==> config.mk <==
export PLATFORM = sky130hd
export DESIGN_NAME = fwd_hazard_ctrl_flat
export DESIGN_NICKNAME = d
export VERILOG_FILES = /design/src/rtl/fwd_hazard_ctrl_if.sv /design/src/rtl/fwd_hazard_ctrl.sv /design/src/flat_wrapper.sv
export SDC_FILE = /design/constraint.sdc
export NUM_CORES = 1
export LEC_CHECK = 0
export CORE_ASPECT_RATIO = 0.8
export CORE_UTILIZATION = 51
export DETAILED_ROUTE_END_ITERATION = 10
export PLACE_DENSITY = 0.87
export SLEW_MARGIN = 20
export SYNTH_ARGS = -nofsm -noshare
export SYNTH_HDL_FRONTEND = slang
export SYNTH_SLANG_ARGS = --single-unit
==> constraint.sdc <==
create_clock -name clk -period 2.5 [get_ports clk]
set_input_delay 0.25 -clock clk [delete_from_list [all_inputs] [get_ports clk]]
set_output_delay 0.25 -clock clk [all_outputs]
set_load 0.005 [all_outputs]
==> src/rtl/fwd_hazard_ctrl_if.sv <==
// Signal bundle between the pipeline core and the forwarding/hazard control block.
// The core drives decode and branch info; the control block returns mux selects, stall, flush and counters.
interface fwd_hazard_ctrl_if #(
  parameter int unsigned REG_ADDR_W = 5,
  parameter int unsigned CNT_W      = 32
);
  logic                  id_valid;
  logic [REG_ADDR_W-1:0] id_rs1;
  logic [REG_ADDR_W-1:0] id_rs2;
  logic [REG_ADDR_W-1:0] id_rd;
  logic                  id_regwrite;
  logic                  id_memread;
  logic                  ex_branch_taken;
  logic [1:0]            forward_a;
  logic [1:0]            forward_b;
  logic                  stall;
  logic                  flush;
  logic [CNT_W-1:0]      stall_count;
  logic [CNT_W-1:0]      flush_count;

  modport master (
    output id_valid, id_rs1, id_rs2, id_rd, id_regwrite, id_memread, ex_branch_taken,
    input  forward_a, forward_b, stall, flush, stall_count, flush_count
  );

  modport slave (
    input  id_valid, id_rs1, id_rs2, id_rd, id_regwrite, id_memread, ex_branch_taken,
    output forward_a, forward_b, stall, flush, stall_count, flush_count
  );
endinterface

==> src/rtl/fwd_hazard_ctrl.sv <==
// Forwarding and hazard control for a 5-stage pipeline: operand forwarding selects,
// load-use stall, taken-branch flush, and stall/flush event counters.
module fwd_hazard_ctrl #(
  parameter int unsigned REG_ADDR_W = 5,
  parameter int unsigned CNT_W      = 32
) (
  input logic               clk,
  input logic               reset,
  fwd_hazard_ctrl_if.slave  io_bus
);

  typedef struct packed {
    logic                  valid;
    logic [REG_ADDR_W-1:0] rs1;
    logic [REG_ADDR_W-1:0] rs2;
    logic [REG_ADDR_W-1:0] rd;
    logic                  regwrite;
    logic                  memread;
  } stage_t;

  stage_t           r_ex, r_mem, r_wb;
  stage_t           w_id;
  logic [CNT_W-1:0] r_stall_cnt, r_flush_cnt;
  logic             w_flush, w_stall;
  logic [1:0]       w_fwd_a, w_fwd_b;

  // Nearest producer (EX/MEM) wins over MEM/WB; x0 never forwards.
  function automatic logic [1:0] fwd_sel(input logic [REG_ADDR_W-1:0] src,
                                         input stage_t mem, input stage_t wb);
    if (mem.valid && mem.regwrite && (mem.rd != '0) && (mem.rd == src)) begin
      return 2'b10;
    end else if (wb.valid && wb.regwrite && (wb.rd != '0) && (wb.rd == src)) begin
      return 2'b01;
    end else begin
      return 2'b00;
    end
  endfunction

  always_comb begin
    w_id          = '0;
    w_flush       = io_bus.ex_branch_taken;
    w_stall       = 1'b0;
    w_fwd_a       = fwd_sel(r_ex.rs1, r_mem, r_wb);
    w_fwd_b       = fwd_sel(r_ex.rs2, r_mem, r_wb);
    if (io_bus.id_valid) begin
      w_id.valid    = 1'b1;
      w_id.rs1      = io_bus.id_rs1;
      w_id.rs2      = io_bus.id_rs2;
      w_id.rd       = io_bus.id_rd;
      w_id.regwrite = io_bus.id_regwrite;
      w_id.memread  = io_bus.id_memread;
    end
    // Both rs fields are compared even if rs2 is unused: a spurious stall is harmless.
    if (r_ex.valid && r_ex.memread && (r_ex.rd != '0) && io_bus.id_valid &&
        ((r_ex.rd == io_bus.id_rs1) || (r_ex.rd == io_bus.id_rs2)) && !w_flush) begin
      w_stall = 1'b1;
    end
  end

  always_ff @(posedge clk) begin
    if (reset) begin
      r_ex        <= '0;
      r_mem       <= '0;
      r_wb        <= '0;
      r_stall_cnt <= '0;
      r_flush_cnt <= '0;
    end else begin
      r_wb  <= r_mem;
      r_mem <= r_ex;
      r_ex  <= (w_stall || w_flush) ? '0 : w_id;
      if (w_stall) r_stall_cnt <= r_stall_cnt + CNT_W'(1);
      if (w_flush) r_flush_cnt <= r_flush_cnt + CNT_W'(1);
    end
  end

  assign io_bus.forward_a   = w_fwd_a;
  assign io_bus.forward_b   = w_fwd_b;
  assign io_bus.stall       = w_stall;
  assign io_bus.flush       = w_flush;
  assign io_bus.stall_count = r_stall_cnt;
  assign io_bus.flush_count = r_flush_cnt;

endmodule

==> src/flat_wrapper.sv <==
// flat-port wrapper written by rule: the top's interface ports become plain ports
module fwd_hazard_ctrl_flat 
#(
  parameter int unsigned REG_ADDR_W = 5,
  parameter int unsigned CNT_W      = 32
)
  (clk, reset, io_bus_id_valid, io_bus_id_rs1, io_bus_id_rs2, io_bus_id_rd, io_bus_id_regwrite, io_bus_id_memread, io_bus_ex_branch_taken, io_bus_forward_a, io_bus_forward_b, io_bus_stall, io_bus_flush, io_bus_stall_count, io_bus_flush_count);
  fwd_hazard_ctrl_if #(.REG_ADDR_W(REG_ADDR_W), .CNT_W(CNT_W)) io_bus_i ();
  input logic clk;
  input logic reset;
  input wire logic [$bits(io_bus_i.id_valid)-1:0] io_bus_id_valid;
  input wire logic [$bits(io_bus_i.id_rs1)-1:0] io_bus_id_rs1;
  input wire logic [$bits(io_bus_i.id_rs2)-1:0] io_bus_id_rs2;
  input wire logic [$bits(io_bus_i.id_rd)-1:0] io_bus_id_rd;
  input wire logic [$bits(io_bus_i.id_regwrite)-1:0] io_bus_id_regwrite;
  input wire logic [$bits(io_bus_i.id_memread)-1:0] io_bus_id_memread;
  input wire logic [$bits(io_bus_i.ex_branch_taken)-1:0] io_bus_ex_branch_taken;
  output wire logic [$bits(io_bus_i.forward_a)-1:0] io_bus_forward_a;
  output wire logic [$bits(io_bus_i.forward_b)-1:0] io_bus_forward_b;
  output wire logic [$bits(io_bus_i.stall)-1:0] io_bus_stall;
  output wire logic [$bits(io_bus_i.flush)-1:0] io_bus_flush;
  output wire logic [$bits(io_bus_i.stall_count)-1:0] io_bus_stall_count;
  output wire logic [$bits(io_bus_i.flush_count)-1:0] io_bus_flush_count;
  assign io_bus_i.id_valid = io_bus_id_valid;
  assign io_bus_i.id_rs1 = io_bus_id_rs1;
  assign io_bus_i.id_rs2 = io_bus_id_rs2;
  assign io_bus_i.id_rd = io_bus_id_rd;
  assign io_bus_i.id_regwrite = io_bus_id_regwrite;
  assign io_bus_i.id_memread = io_bus_id_memread;
  assign io_bus_i.ex_branch_taken = io_bus_ex_branch_taken;
  assign io_bus_forward_a = io_bus_i.forward_a;
  assign io_bus_forward_b = io_bus_i.forward_b;
  assign io_bus_stall = io_bus_i.stall;
  assign io_bus_flush = io_bus_i.flush;
  assign io_bus_stall_count = io_bus_i.stall_count;
  assign io_bus_flush_count = io_bus_i.flush_count;
  fwd_hazard_ctrl #(.REG_ADDR_W(REG_ADDR_W), .CNT_W(CNT_W)) u_core (.clk(clk), .reset(reset), .io_bus(io_bus_i));
endmodule
Word-level counts from Yosys, hierarchy flattened:

Index checks and enable logic that the tools add are counted.

* mux-type cells: 6
* bitwise operators: 1
* reductions and logical operators: 21
* equal/unequal tests: 6
* $add $sub $neg: 2

Operators with widths (number)
* $add A32 B1 Y32 const B: 2
* $eq A5 B5 Y1: 6
* $mux W18: 1
* $reduce_bool A5 Y1: 3
* $logic_and A1 B1 Y1: 13
* $mux W2: 2
* $mux W1: 3
* $reduce_or A3 Y1: 1
* $logic_or A1 B1 Y1: 2
* $reduce_or A2 Y1: 1
* $logic_not A1 Y1: 1
* $not A1 Y1: 1

* bits in registers: 96
* output and inout port bits: 70

Longest topological paths before layout:

Gate-level depths: netlist of the first run.

* word-level depth: 8
* gate-level depth with buffers: 7

Worst setup path before layout of the first run:

OpenSTA, ideal clock, no wires.

* kind: register to register
* start: register u_core.r_flush_cnt[0] (netlist: u_core.io_bus.flush_count[0])
* end: register u_core.r_flush_cnt[26] (netlist: u_core.io_bus.flush_count[26])
* cell stages (with the launch flop): 8
* arrival time: 1.733 ns
* setup slack: 0.639 ns
* clock period less this slack: 1.861 ns
* cell sequence: dfxtp_1 ha_1 nand4_1 or3_1 buf_2 nor4_1 xnor2_1 nor2_1

* word-level cells in the longest chain between the ends: 1

RTL lines
* start: declaration: line fwd_hazard_ctrl.sv:23 `logic [CNT_W-1:0] r_stall_cnt, r_flush_cnt;`
* start signal: assignment: line fwd_hazard_ctrl.sv:72 `if (w_flush) r_flush_cnt <= r_flush_cnt + CNT_W'(1);`
* $add A32 B1 Y32: line fwd_hazard_ctrl.sv:72

No other way between the ends.
A chain may end at the register's enable or synchronous reset.

Worst setup path after layout of the first run:

* start: register u_core.r_ex[2] (netlist bit)
* end: output port io_bus_stall

* word-level cells in the longest chain between the ends: 6

RTL lines
* start: declaration: line fwd_hazard_ctrl.sv:21 `stage_t r_ex, r_mem, r_wb;`
* start signal: assignment: line fwd_hazard_ctrl.sv:70 `r_ex <= (w_stall || w_flush) ? '0 : w_id;`
* $reduce_bool A5 Y1: line fwd_hazard_ctrl.sv:54 `if (r_ex.valid && r_ex.memread && (r_ex.rd != '0) && io_bus.id_valid &&`
* $logic_and A1 B1 Y1 (2 in a row): line fwd_hazard_ctrl.sv:54
* $logic_and A1 B1 Y1 (*): line fwd_hazard_ctrl.sv:54
* $logic_and A1 B1 Y1 (*): line fwd_hazard_ctrl.sv:55 `((r_ex.rd == io_bus.id_rs1) || (r_ex.rd == io_bus.id_rs2)) && !w_flush) begin`
* $mux W1 (*): line fwd_hazard_ctrl.sv:54
* end: declaration: line flat_wrapper.sv:20 `output wire logic [$bits(io_bus_i.stall)-1:0] io_bus_stall;`

Mark *: on every way between the ends. The rest lies on a longest branch, timed or not.

==> results of run 1 <==
-- cells in the final DEF (no fill, tap or decap), types with 6 or more instances in the layout --
| cell type | count |
|---|---|
| or4_1 | 29 |
| or3_1 | 9 |
| inv_1 | 11 |
| and2_1 | 18 |
| nor2b_1 | 17 |
| nor4_1 | 6 |
| o31ai_1 | 27 |
| clkdlybuf4s50_1 | 87 |
| clkbuf_8 | 9 |
| buf_4 | 7 |
| and4_1 | 8 |
| a21oi_1 | 36 |
| nor2_1 | 34 |
| xor2_1 | 31 |
| nor3_1 | 10 |
| nand4_1 | 14 |
| dfxtp_1 | 96 |
| o21ai_0 | 8 |
| nand2_1 | 22 |
| and3_1 | 7 |
| xnor2_1 | 24 |
| nand3_1 | 17 |
-- Yosys cell counts (9+ instances only) --
cell type	number	area, um2
dfxtp_1	96	1922
a21oi_1	36	180.2
nor2_1	34	127.6
xor2_1	31	271.5
or4_1	30	225.2
o31ai_1	27	202.7
xnor2_1	24	210.2
nand2_1	22	82.58
and2_1	18	112.6
nand3_1	17	85.08
nor2b_1	17	106.4
nand4_1	14	87.58
clkbuf_1	11	41.29
inv_1	11	41.29
nor3_1	10	50.05
or3_1	9	56.30
-- cell families (layout without fill, tap and decap cells) --
family / after synthesis / count (layout) / synth area share
multiplexers: 3 / 3 / 0.007076
XOR/XNOR: 55 / 55 / 0.1090
buffers and inverters: 35 / 125 / 0.03934
flip-flops: 96 / 96 / 0.4348
AO/OA/AOI/OAI: 78 / 78 / 0.1124
AND/OR/NAND/NOR: 212 / 212 / 0.2918
adder cells (fa/ha/maj): 2 / 2 / 0.005660
-- path summary, 6_finish.rpt --
path,start,slack [ns],end,depth (start not counted)
worst max-delay path,u_core.r_ex[2],0.09,io_bus_stall,5
worst min-delay path,reset,0.30,u_core.io_bus.flush_count[30],2
worst max register to register,u_core.io_bus.stall_count[2],0.35,u_core.io_bus.stall_count[17],6
worst min register to register,u_core.r_mem[1],0.47,u_core.r_wb[1],1
-- registers in the layout (all words and copies together) (netlist names) --
register,cells
u_core.io_bus.stall_count,32
u_core.io_bus.flush_count,32
u_core.r_mem,7
u_core.r_ex,18
u_core.r_wb,7
-- metrics by stage --
step                      hold slack [ns]  std cells  TNS [ns]  worst slack (ns)
after floorplan                    0.3717        481         0            0.6391
after global placement             0.4197        662         0            0.1380
after detailed placement           0.4373        662         0            0.1149
after CTS                          0.2908        679         0           0.03426
after global routing               0.3152        679  -0.04451          -0.04451
final                              0.2991        679         0           0.08579
-- routing by layer --
metal,vias to the layer above,share of wire
met4,0,0.0078
met1,1874,0.45
li1,1909,-
met2,96,0.49
met3,8,0.048
met5,-,0
-- final cells by class --
| class | count | area share |
|---|---|---|
| Clock buffer | 9 | 0.02218 |
| Tap cell | 108 | 0.02419 |
| Clock inverter | 7 | 0.01120 |
| Timing Repair Buffer | 98 | 0.1729 |
| Multi-Input combinational cell | 350 | 0.4180 |
| Inverter | 11 | 0.007392 |
| Sequential cell | 96 | 0.3441 |
-- power breakdown --
group	total, W	switching [W]	internal [W]
combinational	0.000139	0.0000696	0.0000691
sequential	0.00156	0.0000167	0.00154
clock	0.000964	0.000581	0.000383
total	0.00266	0.000667	0.00199
-- timing repair --
item | 4_1_cts | 5_1_grt
resized for setup | 2 | 2
pin swaps | 0 | 3
setup buffers | 1 | 0
setup endpoints to repair | 3 | 3
-- critical path, stage by stage (launching register included) --
cell and delay [ns]:
dfxtp_1 0.37, or4_4 0.56, o2111a_2 0.28, nand2b_2 0.08, nor2_2 0.05, clkdlybuf4s50_1 0.46
==> impl_metrics.json, run 1 <==
{
  "status": "completed",
  "ir_drop_mv": 0.3285,
  "max_freq_mhz": 414.2,
  "gp_congestion": 0.8267,
  "cap_violations": 0,
  "cts_buffers": 9,
  "fillers": 637,
  "clkLatencyLatePin_ns": 0.36,
  "period_share": 0.9657,
  "path_class": "reg2out",
  "syn_inst": 481,
  "drt_pass1_iterations": 4,
  "routed_wl_um": 10290,
  "netlist-cell-type-count": 43,
  "grt_pass1_vias": 3740,
  "grt_use_met1": 0.3036,
  "synth-seq-cells": 96,
  "vias": 3887,
  "drc_errors": 0,
  "grt_pass1_wl_um": 17450,
  "drt_iter0_drc": 137,
  "synth-main-ff-cell": "dfxtp_1",
  "use_met3": 0.05607,
  "critical_path_arrival_ns": 2.16,
  "routedWlPerCell_um": 15.15,
  "antenna_cells": 0,
  "leakagePower_nw": 1.903,
  "synth-edff-count": 0,
  "grt_start_max_net_pins": 62,
  "register_area_mm2": 0.001922,
  "grtUsageMet2": 0.4040,
  "numPortBuffers": 90,
  "ys_async_sr_fraction": 0,
  "syn_area_mm2": 0.004420,
  "fin_area_mm2": 0.005585,
  "power_density_mw_per_mm2": 476.6,
  "die_area_mm2": 0.009046,
  "core-area_mm2": 0.008164,
  "slew_headroom": 0.6976,
  "grt_busiest_layer": "met2",
  "die_w_um": 106.1,
  "finalHoldViolCount": 0,
  "clkSlewWorstSetupHoldPaths_ns": 0.10,
  "cp-start-kind": "flop",
  "cts.sinks": 96,
  "start_util": 0.5415,
  "rows": 29,
  "root_buffer": "clkbuf_8",
  "finalClockSkew_ns": 0.007420,
  "pin_count": 91,
  "fin_crit_ns": 2.414,
  "htreeDepth": 3,
  "hp-class": "in2reg",
  "syn_area_per_cell_um2": 9.190,
  "crit_fanout": 4,
  "cp_data_required_time_ns": 2.25,
  "cts_max_path_buffers": 2,
  "multi_input_comb_area_mm2": 0.002335,
  "end_kind": "output pin",
  "dp_hpwl_um": 7148,
  "grt_overflow": 0,
  "drive_gt1_frac": 0.07531,
  "worst_pin_slew_ns": 0.4495,
  "antenna_found_initial": 0,
  "viasPerCell": 5.725,
  "ant_nets": 0,
  "synth_nets": 504,
  "finalNetCount": 589,
  "die_y_um": 85.27,
  "track_usage": 0.2378,
  "ys_seq_area_frac": 0.4348,
  "cts_tree": "done",
  "setup_viol": 0,
  "placed_area_mm2": 0.005384,
  "final_util": 0.6841,
  "yosysWarnings": 0,
  "drv_slew": 0,
  "holdBufCountCts": 0,
  "finalPower_w": 0.002662,
  "area_growth_pct": 26.35
}
(Power assumes the default switching activity.)
==> run 2, diff against run 1 <==
--- a/config.mk
+++ b/config.mk
@@ -6,9 +6,9 @@
 export NUM_CORES = 1
 export LEC_CHECK = 0
 export CORE_ASPECT_RATIO = 0.8
-export CORE_UTILIZATION = 51
+export CORE_UTILIZATION = 35
 export DETAILED_ROUTE_END_ITERATION = 10
-export PLACE_DENSITY = 0.87
+export PLACE_DENSITY = 0.65
 export SLEW_MARGIN = 20
 export SYNTH_ARGS = -nofsm -noshare
 export SYNTH_HDL_FRONTEND = slang
==> run 2 against run 1 <==
Net effect: total power grew 16%; worst setup slack gained 0.031 ns; register-to-register slack is essentially flat; sequential power is essentially flat; largest power group unchanged; highest routed layer unchanged.
==> impl_metrics.json, run 2 (synthesis gave the netlist of run 1 again) <==
{
  "whs_ns": 0.3590,
  "worst_pin_slew_ns": 0.4969,
  "leakagePower_nw": 1.953,
  "drive_gt1_frac": 0.07356,
  "start_util": 0.3608,
  "ir_drop_mv": 0.2929,
  "root_buffer": "clkbuf_16",
  "netSwitchingFraction": 0.2265,
  "max_freq_mhz": 419.6,
  "die_w_um": 127.7,
  "clockPowerShare": 0.452,
  "routed_wl_um": 10470,
  "drc_errors": 0,
  "p_switching_w": 0.0007023,
  "drt_pass1_iterations": 4,
  "cp-start-kind": "flop",
  "die_area_mm2": 0.01309,
  "cts_tree": "done",
  "grt_pass1_wl_um": 17190,
  "finalNetCount": 589,
  "routedWlPerCell_um": 14.11,
  "path_class": "reg2out",
  "layout.cells.most_common_list": "96 x dfxtp_1, 87 x clkdlybuf4s50_1, 36 x a21oi_1, 34 x nor2_1, 31 x xor2_1",
  "antenna_found_initial": 0,
  "finalClockSkew_ns": 0.006914,
  "finalPower_w": 0.003101,
  "critical_path_arrival_ns": 2.13,
  "antenna_cells": 0,
  "grt_overflow": 0,
  "whs_path_depth": 2,
  "viasPerCell": 5.102,
  "finalHoldViolCount": 0,
  "clkSlewWorstSetupHoldPaths_ns": 0.07,
  "fin_tns_setup_ns": 0,
  "cts.sinks": 96,
  "fillers": 1160,
  "final_util": 0.4715,
  "status": "completed",
  "placed_area_mm2": 0.005463,
  "hold_path.startpoint": "reset",
  "grt_start_max_net_pins": 62,
  "fin_area_mm2": 0.005777,
  "regToRegSetupSlack_ns": 0.36,
  "crit_fanout": 4,
  "hp-class": "in2reg",
  "die_y_um": 102.5,
  "worstHoldEndpoint": "u_core.io_bus.flush_count[29]",
  "reg2reg_depth": 6,
  "power_frac_comb": 0.045,
  "fin_crit_ns": 2.383,
  "power_density_mw_per_mm2": 536.7,
  "grt_pass1_vias": 3562,
  "layout_commonest_cell": "dfxtp_1",
  "cts_max_path_buffers": 2,
  "intPower_w": 0.002398,
  "clkLatencyLatePin_ns": 0.34,
  "drt_iter0_drc": 133,
  "track_usage": 0.1647,
  "end_kind": "output pin",
  "cap_violations": 0,
  "holdBufCountCts": 0,
  "r2r-end": "u_core.io_bus.stall_count[17]",
  "vias": 3786,
  "timing.rr.start": "u_core.io_bus.stall_count[2]",
  "drv_slew": 0,
  "period_share": 0.9533,
  "cp_data_required_time_ns": 2.25,
  "p_seq_frac": 0.503,
  "slew_headroom": 0.6687,
  "core-area_mm2": 0.01225,
  "cts_buffers": 9,
  "pin_count": 91,
  "ant_nets": 0,
  "dp_hpwl_um": 7424,
  "rows": 36,
  "gp_congestion": 0.8020,
  "htreeDepth": 3,
  "area_growth_pct": 30.68,
  "numPortBuffers": 90,
  "rsz0062_at_grt": "no",
  "setup_viol": 0
}
run 2: changes by cell type in the layout (fill, tap and decap cells not counted):
cell and change:
nor4_2 -1, inv_6 -1, clkbuf_8 -9, inv_8 -1
bufinv_16 +1, clkbuf_16 +9, clkinvlp_4 +1, nor4_1 +1
run 2: final cells by class:
class	instances	area, um2	area share
multi-input combinational	350	2328	0.4031
sequential	96	1922	0.3327
timing repair buffer	98	965.9	0.1672
clock buffer	9	225.2	0.03899
tap	171	214.0	0.03704
clock inverter	7	80.08	0.01386
inverter	11	41.29	0.007147
run 2: worst max-delay path: stages (launching register included):
cell	delay, ns
dfxtp_1	0.34
or4_4	0.56
o2111a_2	0.30
nand2b_2	0.08
nor2_2	0.05
clkdlybuf4s50_1	0.46
run 2: how the worst max path moves through the flow:
stage / slack, ns / end / cells after the start / start
3_3_place_gp: 0.06 / u_core.io_bus.flush_count[31] / 6 / io_bus_ex_branch_taken
5_1_grt: 0.03 / io_bus_stall / 5 / u_core.r_ex[2]
6_report: 0.12 / io_bus_stall / 5 / u_core.r_ex[2]
2_1_floorplan: 0.64 / u_core.io_bus.flush_count[26] / 7 / u_core.io_bus.flush_count[0]
4_1_cts: 0.05 / io_bus_stall / 5 / u_core.r_ex[2]
3_5_place_dp: 0.08 / u_core.io_bus.flush_count[31] / 6 / io_bus_ex_branch_taken
run 2: timing repair:
action | CTS | global route
setup endpoints to repair | 3 | 3
gates resized for setup | 2 | 1
buffers inserted | 1 | 0
pin swaps | 2 | 3
run 2: power by group through the flow:
stage | clock network [W] | registers (W) | logic (W)
5_1_grt | 0.00150 | 0.00156 | 0.000153
4_1_cts | 0.00144 | 0.00156 | 0.000139
6_report | 0.00140 | 0.00156 | 0.000138
2_1_floorplan | 0 | 0.00159 | 0.0000744
3_3_place_gp | 0 | 0.00159 | 0.000136
3_5_place_dp | 0 | 0.00159 | 0.000138
run 2: metal layers:
metal / up-vias / wire (um) / GRT usage
li1: 1907 / - / -
met1: 1797 / 5183 / 0.2168
met2: 75 / 4719 / 0.2678
met3: 7 / 503 / 0.04619
met4: 0 / 61 / 0.04344
met5: - / 0 / 0
run 2: stage by stage:
step	cells	setup WS, ns
after CTS	742	0.04850
after floorplan	481	0.6391
after global placement	725	0.05850
after global routing	742	0.02785
after detailed placement	725	0.08381
final	742	0.1168
==> run 3, diff against run 2 <==
--- a/config.mk
+++ b/config.mk
@@ -5,10 +5,13 @@
 export SDC_FILE = /design/constraint.sdc
 export NUM_CORES = 1
 export LEC_CHECK = 0
+export ABC_AREA = 1
+export CELL_PAD_IN_SITES_DETAIL_PLACEMENT = 0
+export CELL_PAD_IN_SITES_GLOBAL_PLACEMENT = 1
 export CORE_ASPECT_RATIO = 0.8
 export CORE_UTILIZATION = 35
 export DETAILED_ROUTE_END_ITERATION = 10
-export PLACE_DENSITY = 0.65
+export PLACE_DENSITY = 0.84
 export SLEW_MARGIN = 20
 export SYNTH_ARGS = -nofsm -noshare
 export SYNTH_HDL_FRONTEND = slang
==> run 3 against run 2 <==
Net effect: via count grew 27%; combinational power grew 10%; clock power is essentially flat; clock skew grew 0.0035 ns; sequential cell count is the same; global-route usage grew 1.7 points; clock-buffer cell count grew 1; synthesized cell count grew 64%; routed wire length grew 25%; critical path depth grew 4; cell count grew 44%; maximum frequency grew 6.5%; largest cell class unchanged; largest power group unchanged.
==> impl_metrics.json, run 3 <==
{
  "root_buffer": "clkbuf_16",
  "syn_area_per_cell_um2": 6.413,
  "cp_data_required_time_ns": 2.25,
  "path_class": "reg2out",
  "htreeDepth": 3,
  "area_growth_pct": 27.78,
  "layout.cells.most_common_list": "189 x nand2_1, 165 x nor2_1, 122 x inv_1, 96 x dfxtp_1, 90 x clkdlybuf4s50_1",
  "synth-seq-cells": 96,
  "max_freq_mhz": 446.7,
  "layout_commonest_cell": "nand2_1",
  "finalNetCount": 903,
  "fillers": 1432,
  "numPortBuffers": 90,
  "synthTopCellsByArea": "dfxtp_1 38%, nand2_1 14%, nor2_1 12%, inv_1 9.0%, xor2_1 4.1%",
  "cts.sinks": 96,
  "rows": 38,
  "drt_pass1_iterations": 5,
  "setup_viol": 0,
  "ys_seq_area_frac": 0.3794,
  "ys_async_sr_fraction": 0,
  "fin_crit_ns": 2.239,
  "drv_slew": 0,
  "regToRegSetupSlack_ns": 0.57,
  "slew_headroom": 0.6843,
  "synth-main-ff-cell": "dfxtp_1",
  "synth_most_common_cell": "nand2_1",
  "rsz0062_at_grt": "no",
  "start_util": 0.3662,
  "synthTopCellsByCount": "189 x nand2_1, 165 x nor2_1, 122 x inv_1",
  "syn_area_mm2": 0.005066,
  "ant_nets": 0,
  "cts_tree": "done",
  "grt_pass1_wl_um": 21320,
  "cts_max_path_buffers": 2,
  "cp-start-kind": "flop",
  "holdBufCountCts": 0,
  "cts_buffers": 9,
  "end_kind": "output pin",
  "gp_congestion": 0.8193,
  "core-area_mm2": 0.01384,
  "syn_inst": 790,
  "drive_gt1_frac": 0.04407,
  "grt_start_max_net_pins": 48,
  "hp-class": "reg2reg",
  "clkSlewWorstSetupHoldPaths_ns": 0.07,
  "status": "completed",
  "netlist-cell-type-count": 31,
  "fin_tns_setup_ns": 0,
  "yosysTopAreaCellShare": 0.3794,
  "setup_ws_ns": 0.2613,
  "finalPower_w": 0.003135,
  "yosysTopAreaCell": "dfxtp_1",
  "cts_setup_buffers": 0,
  "drt_iter0_drc": 295,
  "finalClockSkew_ns": 0.01041,
  "ir_drop_mv": 0.3547,
  "pin_count": 91,
  "clkLatencyLatePin_ns": 0.35,
  "routed_wl_um": 13040,
  "leakagePower_nw": 2.636,
  "cap_violations": 0,
  "synth_nets": 813,
  "critical_path_arrival_ns": 1.99,
  "antenna_found_initial": 0,
  "place_ws_ns": 0.3014,
  "power_density_mw_per_mm2": 484.2,
  "synth-edff-count": 0,
  "routedWlPerCell_um": 12.25,
  "period_share": 0.8955,
  "yosysWarnings": 0,
  "die_area_mm2": 0.01496,
  "die_y_um": 109.6,
  "viasPerCell": 4.525,
  "vias": 4819,
  "crit_fanout": 3,
  "post_cts_resize_count": 0,
  "track_usage": 0.1817,
  "dp_hpwl_um": 9832,
  "worst_pin_slew_ns": 0.4725,
  "finalHoldViolCount": 0,
  "die_w_um": 136.5,
  "grt_pass1_vias": 4312,
  "drc_errors": 0,
  "antenna_cells": 0,
  "grt_overflow": 0
}
-- run 3: kinds of logic (layout without fill, tap and decap cells) --
logic type                 count (synthesis)  after routing  share of synthesized area
and+or+nand+nor                          458            458                     0.3818
buffers and inverters                    146            241                     0.1139
adders and majority gates                  2              2                   0.004939
xor gates and xnor gates                  37             37                    0.06397
AOI/OAI and AO/OA                         51             51                    0.05606
DFF                                       96             96                     0.3794
-- run 3: final timing paths --
kind                                      from                            end  cells past startpoint
setup reg to reg  u_core.io_bus.stall_count[1]  u_core.io_bus.stall_count[26]                      9
setup / recovery                u_core.r_ex[5]                   io_bus_stall                      9
hold / removal                  u_core.r_ex[1]                u_core.r_mem[1]                      2
hold reg to reg                 u_core.r_ex[1]                u_core.r_mem[1]                      2
-- run 3: layer usage --
layer / GRT usage / vias to the layer above / wire [um]
met5: 0 / - / 0
met4: 0.04286 / 0 / 113
met3: 0.03550 / 11 / 585
met2: 0.2669 / 102 / 5242
met1: 0.2693 / 2094 / 7100
li1: - / 2612 / -
-- run 3: power by group --
part           internal [W]  switching [W]  leakage [nW]  total [W]
Sequential          0.00154      0.0000154         0.776    0.00156
Clock              0.000805       0.000619         0.141    0.00142
Combinational     0.0000728      0.0000789          1.72   0.000152
Total               0.00242       0.000714          2.64    0.00313
-- run 3: worst max-delay path, cell delays in order, from the launching register on --
cell             delay (ns)
dfxtp_1                0.37
inv_1                  0.11
nand2_1                0.07
nand2_1                0.04
nor2_1                 0.12
nand3_1                0.10
nand2_2                0.10
nand3_2                0.15
inv_1                  0.09
clkdlybuf4s50_1        0.49
-- run 3: metrics by stage --
stage / utilization / area [um2] / cells / hold slack (ns)
floorplan: - / 5066 / 790 / 0.3622
detailed placement: 0.4458 / 6168 / 1049 / 0.3950
finish: 0.4679 / 6474 / 1065 / 0.4040
global route: 0.4679 / 6474 / 1065 / 0.4227
global placement: 0.4458 / 6168 / 1049 / 0.3927
CTS: 0.4679 / 6474 / 1065 / 0.4044
-- run 3: final cells by class --
type / instances / area, um2 / share of cell area
clock buffer: 10 / 239.0 / 0.03692
timing repair buffer: 99 / 980.9 / 0.1515
multi-input combinational: 548 / 2567 / 0.3966
inverter: 126 / 473.0 / 0.07306
sequential: 96 / 1922 / 0.2969
tap: 180 / 225.2 / 0.03479
clock inverter: 6 / 66.31 / 0.01024
==> variant: new RTL, flow settings as in run 3 <==
Reset style: asynchronous (`reset`), changed in one clocked block.
--- a/src/rtl/fwd_hazard_ctrl.sv
+++ b/src/rtl/fwd_hazard_ctrl.sv
@@ -59,3 +59,3 @@
 
-  always_ff @(posedge clk) begin
+  always_ff @(posedge clk or posedge reset) begin
     if (reset) begin
Check against the original RTL: differs if reset is asserted again (counterexample within 4 cycles, from zero or initial values and one cycle with reset high); with reset held inactive, the same outputs for 10 cycles.
==> variant against run 3 <==
  * Sequential share of layout area rose by 6.2 points
  * Wire length fell by 3.0%
  * Area after synthesis rose by 4.4%
  * Global-route usage fell by 1.0 points
  * Cell area rose by 3.3%
  * Via count fell by 8.4%
  * Sequential cell count did not move
  * Synthesized cell count fell by 16%
  * Register-to-register slack improved by 0.05 ns
  * Setup slack got worse by 0.0023 ns
Power is not compared: it rests on default switching activity, and its combinational part moved more than twofold at a synthesized area within 25%.
==> variant: results (changes against run 3) <==
| Metric | Value |
|---|---|
| Reg2reg path depth | `10 (+1)` |
| Hold Crit Class | `reg2reg` |
| Seq/Total Area, Yosys | `45.4% (+7.5 points)` |
| Final wirelength | `12600 um (-3.0%)` |
| Worst R2R End | `u_core.r_ex[1]` |
| P_leak | `~3.1 nW` |
| Worst Path Max Fanout | `5 (+2)` |
| Root Driver | `clkbuf_16` |
| Vias per Instance | `4.69 (+3.6%)` |
| Initial antenna violation count | `0 (unchanged)` |
| Largest net degree at the start of global routing | `54 (+13%)` |
| Synth unique cells | `29 (-6.5%)` |
| Max incr delay on CP | `0.59 ns (+0.10 ns)` |
| Crit path capture | `io_bus_stall` |
| Clock transition at path regs | `0.07 ns (about the same)` |
| Outcome | `finished clean` |
| H-Tree Level Count | `3 (unchanged)` |
| Clock skew | `0.00786 ns (-0.00255 ns)` |
| Iter 0 DRT Violations | `299 (+1.4%)` |
| PortBufs | `90 (unchanged)` |
| Sum Neg Setup Slack | `0 ns (unchanged)` |
| Cells after synthesis | `660 (-16%)` |
| PostCTS Resize Cnt | `0 (unchanged)` |
| R2r startpoint | `u_core.r_ex[5]` |
| Switching power total | `approximately 0.91 mW` |
| Number of global-route vias before repair | `4032 (-6.5%)` |
| Antenna cells | `0 (unchanged)` |
| CP startpoint | `u_core.r_ex[5]` |
| Top cells by area, synth | `dfrtp_1 (45%), nand2_1 (12%), inv_1 (6.3%)` |
| WL/cell | `13.4 um (+9.7%)` |
| Placed cells | `926 (-12%)` |
| CP max-delay cell | `clkdlybuf4s50_1` |
| Num CTS Buffers | `9 (unchanged)` |
| Nets | `776 (-14%)` |
| GR Util All Layers | `17.2% (-1.0 points)` |
| HPWL after DPL | `9390 um (-4.5%)` |
| Slew HR | `57.5% (-11 points)` |
| Crit path arrival time | `1.99 ns (about the same)` |
| Synth warn | `0 (unchanged)` |
| First-pass iteration count of the detailed router | `5 (unchanged)` |
| Most frequent cell after synthesis | `nand2_1` |
| Peak supply drop | `0.342 mV` |
| CTS max path bufs | `2 (unchanged)` |
| Ys async rst share | `100% (+100 points)` |
| FF-to-FF setup slack | `0.62 ns (+0.05 ns)` |
| Synth top cells by count | `nand2_1 (164), dfrtp_1 (96), inv_1 (89)` |
| Proportion of layout cells with a drive suffix above 1 | `7.93% (+3.5 points)` |
| Skew-Pair Late Insertion Delay | `0.35 ns (about the same)` |
| Fill count | `1395 (-2.6%)` |
| Post-CTS setup buffers | `0 (unchanged)` |
| RePlAce Congestion | `0.823 (+0.44%)` |
| First-pass GRT wire length | `20900 um (-2.0%)` |
| Net count after synthesis | `683 (-16%)` |
==> variant: changes by cell type in the layout (fill, tap and decap cells not counted), moves of 17 or more <==
cell and delta:
dfrtp_1 +96, dfxtp_1 -96, inv_1 -34, nand2_1 -25, nand3_1 +17, nor2_1 -97
o21ai_0 -19
==> variant: area by class of cell <==
cell class	count	area share (%)
Inverter	94	5.33
Sequential cell	96	35.9
Multi-Input combinational cell	454	36.2
Timing Repair Buffer	98	14.4
Clock inverter	5	1.22
Clock buffer	10	3.57
Tap cell	184	3.44
==> variant: kinds of logic (layout without fill, tap and decap cells) <==
logic type | Yosys count | in the layout | share of synthesized area [%]
compound gates | 2 | 2 | 0.213
simple gates | 390 | 390 | 35.1
buf+inv | 110 | 207 | 8.82
xor+xnor | 60 | 60 | 9.94
fa+ha+maj | 2 | 2 | 0.473
flops | 96 | 96 | 45.4
==> variant: routing by layer <==
| metal | wire length, um | vias up | global-route usage, % |
|---|---|---|---|
| met3 | 660 | 11 | 3.74 |
| li1 | - | 2263 | - |
| met4 | 148 | 0 | 5.11 |
| met1 | 6600 | 2026 | 26.5 |
| met5 | 0 | - | 0 |
| met2 | 5240 | 113 | 23.6 |
==> variant: power by group through the flow <==
stage	clock, mW	sequential [mW]	combinational (mW)
after floorplan	0	1.74	0.237
after global placement	0	1.77	0.428
after detailed placement	0	1.77	0.431
after CTS	1.53	1.74	0.433
after global routing	1.59	1.75	0.477
final	1.49	1.74	0.426
==> variant: worst min-delay path by stage <==
stage / from / to / slack [ns] / cells after the start
after floorplan: u_core.r_ex[1] / u_core.r_mem[1] / 0.33 / 0
after global placement: u_core.r_ex[1] / u_core.r_mem[1] / 0.33 / 0
after detailed placement: u_core.r_ex[1] / u_core.r_mem[1] / 0.35 / 0
after CTS: u_core.r_ex[1] / u_core.r_mem[1] / 0.38 / 0
after global routing: u_core.r_ex[1] / u_core.r_mem[1] / 0.38 / 0
final: u_core.r_mem[17] / u_core.r_wb[17] / 0.38 / 0
==> variant: through the flow <==
step           hold slack, ns  cell area, um2  utilization (%)  worst slack, ns
6_report                0.376            6690             46.2            0.259
5_1_grt                 0.376            6690             46.2           0.0835
4_1_cts                 0.376            6690             46.2            0.218
3_5_place_dp            0.350            6370             44.0            0.295
3_3_place_gp            0.335            6370             44.0            0.330
2_1_floorplan           0.331            5290                -            0.981
==> variant: worst max-delay path: cells and delay by family (launching register included) <==
family / cells / cell delay, ns
simple gates: 6 / 0.49
buf+inv: 3 / 0.71
flops: 1 / 0.44
